$ cat src/rtl/voting_machine_param.sv
// Parametrised voting machine: counts button releases per candidate during a session
// and publishes counts, winner index and tie flag when voting ends.
module voting_machine_param #(
  parameter int NUM_CAND    = 4,
  parameter int CNT_W       = 16,
  parameter int HOLD_CYCLES = 15,
  parameter int IDX_W       = $clog2(NUM_CAND)
) (
  input  logic                      clk,
  input  logic                      rst,
  input  logic                      i_start,
  input  logic [NUM_CAND-1:0]       i_candidate,
  input  logic                      i_voting_over,
  output logic [NUM_CAND*CNT_W-1:0] o_count,
  output logic [IDX_W-1:0]          o_winner,
  output logic                      o_tie,
  output logic                      o_results_valid,
  output logic                      o_vote_accepted,
  output logic                      o_vote_rejected,
  output logic [1:0]                o_state
);

  typedef enum logic [1:0] {
    ST_IDLE   = 2'd0,
    ST_VOTE   = 2'd1,
    ST_HOLD   = 2'd2,
    ST_FINISH = 2'd3
  } state_e;

  localparam int HOLD_W = (HOLD_CYCLES > 1) ? $clog2(HOLD_CYCLES) : 1;

  state_e                    state_q, state_d;
  logic [NUM_CAND-1:0]       prev_q, prev_d;
  logic [CNT_W-1:0]          cnt_q [NUM_CAND];
  logic [CNT_W-1:0]          cnt_d [NUM_CAND];
  logic [HOLD_W-1:0]         hold_q, hold_d;
  logic [NUM_CAND*CNT_W-1:0] count_q, count_d;
  logic [IDX_W-1:0]          winner_q, winner_d;
  logic                      tie_q, tie_d;
  logic                      valid_q, valid_d;
  logic                      acc_q, acc_d;
  logic                      rej_q, rej_d;

  logic [NUM_CAND-1:0] rel;
  logic [IDX_W-1:0]    rel_idx;
  logic                rel_any, rel_multi;
  logic [CNT_W-1:0]    max_v;
  logic [IDX_W-1:0]    win_v;
  logic                tie_v;

  // Release decode: index of the (single) released button, plus multi-release flag.
  always_comb begin
    rel       = prev_q & ~i_candidate;
    rel_any   = |rel;
    rel_multi = (rel & (rel - NUM_CAND'(1))) != '0;
    rel_idx   = '0;
    for (int k = 0; k < NUM_CAND; k++) begin
      if (rel[k]) rel_idx = IDX_W'(k);
    end
  end

  // Strict '>' keeps the lowest index on ties; all-zero counts naturally give tie=1.
  always_comb begin
    max_v = cnt_q[0];
    win_v = '0;
    tie_v = 1'b0;
    for (int k = 1; k < NUM_CAND; k++) begin
      if (cnt_q[k] > max_v) begin
        max_v = cnt_q[k];
        win_v = IDX_W'(k);
        tie_v = 1'b0;
      end else if (cnt_q[k] == max_v) begin
        tie_v = 1'b1;
      end
    end
  end

  // NOTE: every _d gets a default before the case so no path can infer a latch.
  always_comb begin
    state_d  = state_q;
    prev_d   = i_candidate;
    cnt_d    = cnt_q;
    hold_d   = hold_q;
    count_d  = count_q;
    winner_d = winner_q;
    tie_d    = tie_q;
    acc_d    = 1'b0;
    rej_d    = 1'b0;

    case (state_q)
      ST_IDLE: begin
        if (i_start) begin
          state_d = ST_VOTE;
          for (int k = 0; k < NUM_CAND; k++) cnt_d[k] = '0;
        end
      end
      ST_VOTE: begin
        if (i_voting_over) begin
          state_d = ST_FINISH;
        end else if (rel_multi) begin
          rej_d = 1'b1;
        end else if (rel_any) begin
          if (cnt_q[rel_idx] != '1) begin
            cnt_d[rel_idx] = cnt_q[rel_idx] + CNT_W'(1);
            acc_d          = 1'b1;
            state_d        = ST_HOLD;
            hold_d         = '0;
          end else begin
            rej_d = 1'b1;
          end
        end
      end
      ST_HOLD: begin
        if (i_voting_over) begin
          state_d = ST_FINISH;
        end else if (hold_q == HOLD_W'(HOLD_CYCLES - 1)) begin
          state_d = ST_VOTE;
        end else begin
          hold_d = hold_q + HOLD_W'(1);
        end
      end
      ST_FINISH: begin
        if (!i_voting_over) state_d = ST_IDLE;
      end
      default: state_d = ST_IDLE;
    endcase

    // Publish on the edge that enters FINISH.
    if (state_d == ST_FINISH && state_q != ST_FINISH) begin
      for (int k = 0; k < NUM_CAND; k++) count_d[k*CNT_W +: CNT_W] = cnt_q[k];
      winner_d = win_v;
      tie_d    = tie_v;
    end

    valid_d = (state_d == ST_FINISH);
  end

  // NOTE: non-blocking assignments only here, so every flop samples pre-edge values.
  always_ff @(posedge clk) begin
    if (rst) begin
      state_q  <= ST_IDLE;
      prev_q   <= '0;
      hold_q   <= '0;
      count_q  <= '0;
      winner_q <= '0;
      tie_q    <= 1'b0;
      valid_q  <= 1'b0;
      acc_q    <= 1'b0;
      rej_q    <= 1'b0;
      // NOTE: the counter array is a handful of flops, not a RAM, so clearing it on reset is cheap.
      for (int k = 0; k < NUM_CAND; k++) cnt_q[k] <= '0;
    end else begin
      state_q  <= state_d;
      prev_q   <= prev_d;
      hold_q   <= hold_d;
      count_q  <= count_d;
      winner_q <= winner_d;
      tie_q    <= tie_d;
      valid_q  <= valid_d;
      acc_q    <= acc_d;
      rej_q    <= rej_d;
      cnt_q    <= cnt_d;
    end
  end

  assign o_count         = count_q;
  assign o_winner        = winner_q;
  assign o_tie           = tie_q;
  assign o_results_valid = valid_q;
  assign o_vote_accepted = acc_q;
  assign o_vote_rejected = rej_q;
  assign o_state         = state_q;

endmodule

$ cat config.mk
export PLATFORM = sky130hd
export DESIGN_NAME = voting_machine_param
export DESIGN_NICKNAME = d
export VERILOG_FILES = /design/src/rtl/voting_machine_param.sv
export SDC_FILE = /design/constraint.sdc
export NUM_CORES = 1
export LEC_CHECK = 0
export ABC_CLOCK_PERIOD_IN_PS = 15300
export BUFFER_PORTS_ARGS = -buffer_cell sky130_fd_sc_hd__buf_2
export CAP_MARGIN = 20
export CORE_ASPECT_RATIO = 1.25
export CORE_MARGIN = 2
export CORE_UTILIZATION = 40
export CTS_BUF_LIST = sky130_fd_sc_hd__clkbuf_16
export CTS_CLUSTER_SIZE = 28
export DETAILED_ROUTE_END_ITERATION = 12
export PLACE_DENSITY = 0.59
export REMOVE_ABC_BUFFERS = 1
export SLEW_MARGIN = 20
export SYNTH_ARGS = -nofsm -noshare
export SYNTH_HDL_FRONTEND = slang
export SYNTH_SLANG_ARGS = --single-unit
$ cat constraint.sdc
create_clock -name clk -period 15.3 [get_ports clk]
set_input_delay 0.765 -clock clk [delete_from_list [all_inputs] [get_ports clk]]
set_output_delay 0.765 -clock clk [all_outputs]
set_load 0.01 [all_outputs]
==> metrics <==
Worst Hold Class=reg2reg; final non-filler cell total=roughly 1200; Post-Synth Adder-Cell Area=0.0874; simple-gate share of the synthesized area=0.202; Avg Cell Area, Syn=8.63 sq um; H-tree depth=4; total gr overflow=0; Residual DRC=0; clock tree root buffer cell=clkbuf_16; Synth Area in Compound Gates=0.188; leakage=around 3.5 nW; initial core utilization=0.408; IR drop worst, VDD=around 0.066 mV; ratio of final minimum period to clock period=0.460; Initial DRC Count=about 370; mapped cell area=0.00741 sq mm; Synth Instances=roughly 860; multiplexer share of the synthesized area=0.0714; sequential fraction of the synthesis area=0.389; Yosys Warn Count=0; CTS tree=built; clk slew on worst S/H paths=about 60 ps; WL/cell=18.4 um; Finish-stage setup viols=0; number of hold violations in the final report=0; commonest non-fill, non-tap cell in the layout=nand2_1; Sum Neg Setup Slack=0 ps; fin worst setup slack=8250 ps; share of layout cells above drive strength 1=0.174; Max Clock Freq=0.142 GHz; Crit-path slowest cell=o21ai_1; synth unique cells=60; cts hold-fix bufs=0; max_cap viols=0; Period minus WS final=7050 ps; r2r setup slk=between 8000 and 9000 ps; dpl cells=approximately 1100; xor-xnor portion of the synthesized cell area=0.0165; first-pass iteration count of the detailed router=5; Critical Path Max Stage Delay=640 ps; power per cell area=108 mW/mm^2; cell taking the most area after synthesis=dfxtp_1; Routability Congestion=approximately 0.95; nets=984; CTS Buf Count=17; clock sink count=144; Area Growth Syn to Fin=17.1%; largest net degree at the start of global routing=81; dpl hpwl=15300 um; Worst-Margin Slew=1070 ps; I/O Buffers=79; critical path type=reg2reg; Clk Latency, worst-skew pair=430 ps; Critical Path Fanout Max=17; Die X=~130 um; post-CTS setup repair buffer count=0; antenna violations before repair=0; number of routed nets with antenna violations=0; routed vias=approximately 6500; I/O pins=80; Antenna diodes=0; Site Rows=55; ys flop type=dfxtp_1; CORE AREA=0.0182 sq mm; RSZ-0062 raised after global routing=false; Required @ worst endpoint=15570 ps; largest family of logic cells by synthesized area=simple AND/OR/NAND/NOR gates; Clock Path Buffers=2; CP Launch Type=flip-flop; EDFF count, synth=0; Arr. time, crit path=7320 ps; wirelength, routed=21500 um; Max-Slew Margin vs Limit=0.281; commonest non-fill, non-tap cells in the layout=nand2_1, dfxtp_1, buf_2, a21oi_1, ha_1; fin. max-slew vios=0; Worst Setup End Kind=flip-flop; #FFs+latches synth=144; vias in the first global route=6439; GRT Util Overall=0.223; Via density=roughly 5.6; Worst Skew=between 7 and 8 ps; worst slack at placement=8310 ps; status=finished clean; full die area=0.0196 sq mm; cts repair resizes=0; die height=156 um; first-pass GRT wire length=34800 um; hold_ws=448 ps; Crit path top cell by count=a21o_1; synth top area cells=dfxtp_1, nand2_1, ha_1; top cell type's share of synthesized area=0.389; FFs w/ async S/R, synth=0
power by group:
part	internal, W	switching, W	leakage (nW)
registers	0.000378	0.00000420	1.16
logic	0.0000321	0.0000649	2.01
clock network	0.000301	0.000160	0.309
total	0.000712	0.000229	3.48
cells by family (layout without fill, tap and decap cells):
kind of cell | count (synthesis) | in the layout
adder cells (fa/ha/maj) | 52 | 52
multiplexers | 51 | 51
flip-flops | 144 | 144
XOR/XNOR | 14 | 14
AO/OA/AOI/OAI | 205 | 205
AND/OR/NAND/NOR | 308 | 308
buffers and inverters | 85 | 163
cells in the mapped netlist, types with 2 or more instances:
cell / number
nand3_1: 10
inv_1: 42
o21a_1: 6
buf_2: 11
xnor2_1: 10
and2_1: 3
nand2b_1: 11
ha_1: 51
xor2_1: 4
buf_1: 4
o31ai_1: 3
o211ai_1: 3
o221a_2: 14
a211oi_1: 2
nor4_2: 3
nor3_1: 14
a211o_1: 4
and3_1: 2
nor4_1: 4
o21ai_1: 4
nor2_1: 16
clkbuf_1: 27
or3_1: 8
nor3b_1: 15
o22ai_1: 3
a21oi_1: 78
and4_1: 2
a31oi_1: 16
a22o_1: 36
a32o_1: 2
nor2_2: 4
mux2_2: 15
nand3b_1: 2
nand4_1: 13
dfxtp_1: 144
nand2_1: 180
a21o_1: 9
o221ai_1: 2
o21ai_0: 15
mux2i_1: 36
nor2b_1: 11
nor3_2: 2
path summary, 6_finish.rpt:
| path | end | cells past startpoint | startpoint |
|---|---|---|---|
| worst max-delay path | o_winner[1]$_SDFFE_PP0P_ | 26 | cnt_q[57]$_SDFFE_PP0P_ |
| worst min-delay path | o_count[28]$_SDFFE_PP0P_ | 2 | o_count[28]$_SDFFE_PP0P_ |
| worst max register to register | o_winner[1]$_SDFFE_PP0P_ | 26 | cnt_q[57]$_SDFFE_PP0P_ |
| worst min register to register | o_count[28]$_SDFFE_PP0P_ | 2 | o_count[28]$_SDFFE_PP0P_ |
final cells by class:
cell class / instances / area (sq um)
inverters: 42 / 158
clock buffers: 17 / 425
well taps: 228 / 285
repair buffers: 90 / 478
multi-input cells: 630 / 4230
fillers: 1841 / 9490
clock inverters: 14 / 220
flip-flops and latches: 144 / 2880
per-stage QoR:
step            util  power [W]  instance area (sq um)
2_1_floorplan      -   0.000452                   7230
3_3_place_gp   0.441   0.000487                   8020
3_5_place_dp   0.442   0.000487                   8020
4_1_cts        0.477   0.000946                   8670
5_1_grt        0.478   0.000975                   8680
6_report       0.478   0.000941                   8680
metal layers:
metal  GRT usage  vias to the layer above  wire (um)
met4      0.0858                        0        557
met5           0                        -          0
met1       0.278                     3087       9280
met3      0.0391                       37       1000
li1            -                     3197          -
met2       0.383                      173      10600
worst max-delay path, delay by kind of cell, from the launching register on:
family                     cells  cell delay [ps]
muxes                          2              500
DFF                            1              400
adders and majority gates      3              780
buffers and inverters          3              710
and+or+nand+nor                4             1100
AOI/OAI and AO/OA             14             3410
state kept, by name, summed over array words and instances (netlist names):
signal           cells
cnt_q               64
o_count             64
hold_q               4
prev_q               4
o_state              2
o_winner             2
o_results_valid      1
o_tie                1
o_vote_accepted      1
o_vote_rejected      1
Note: power is estimated with default switching activity, not from simulation.
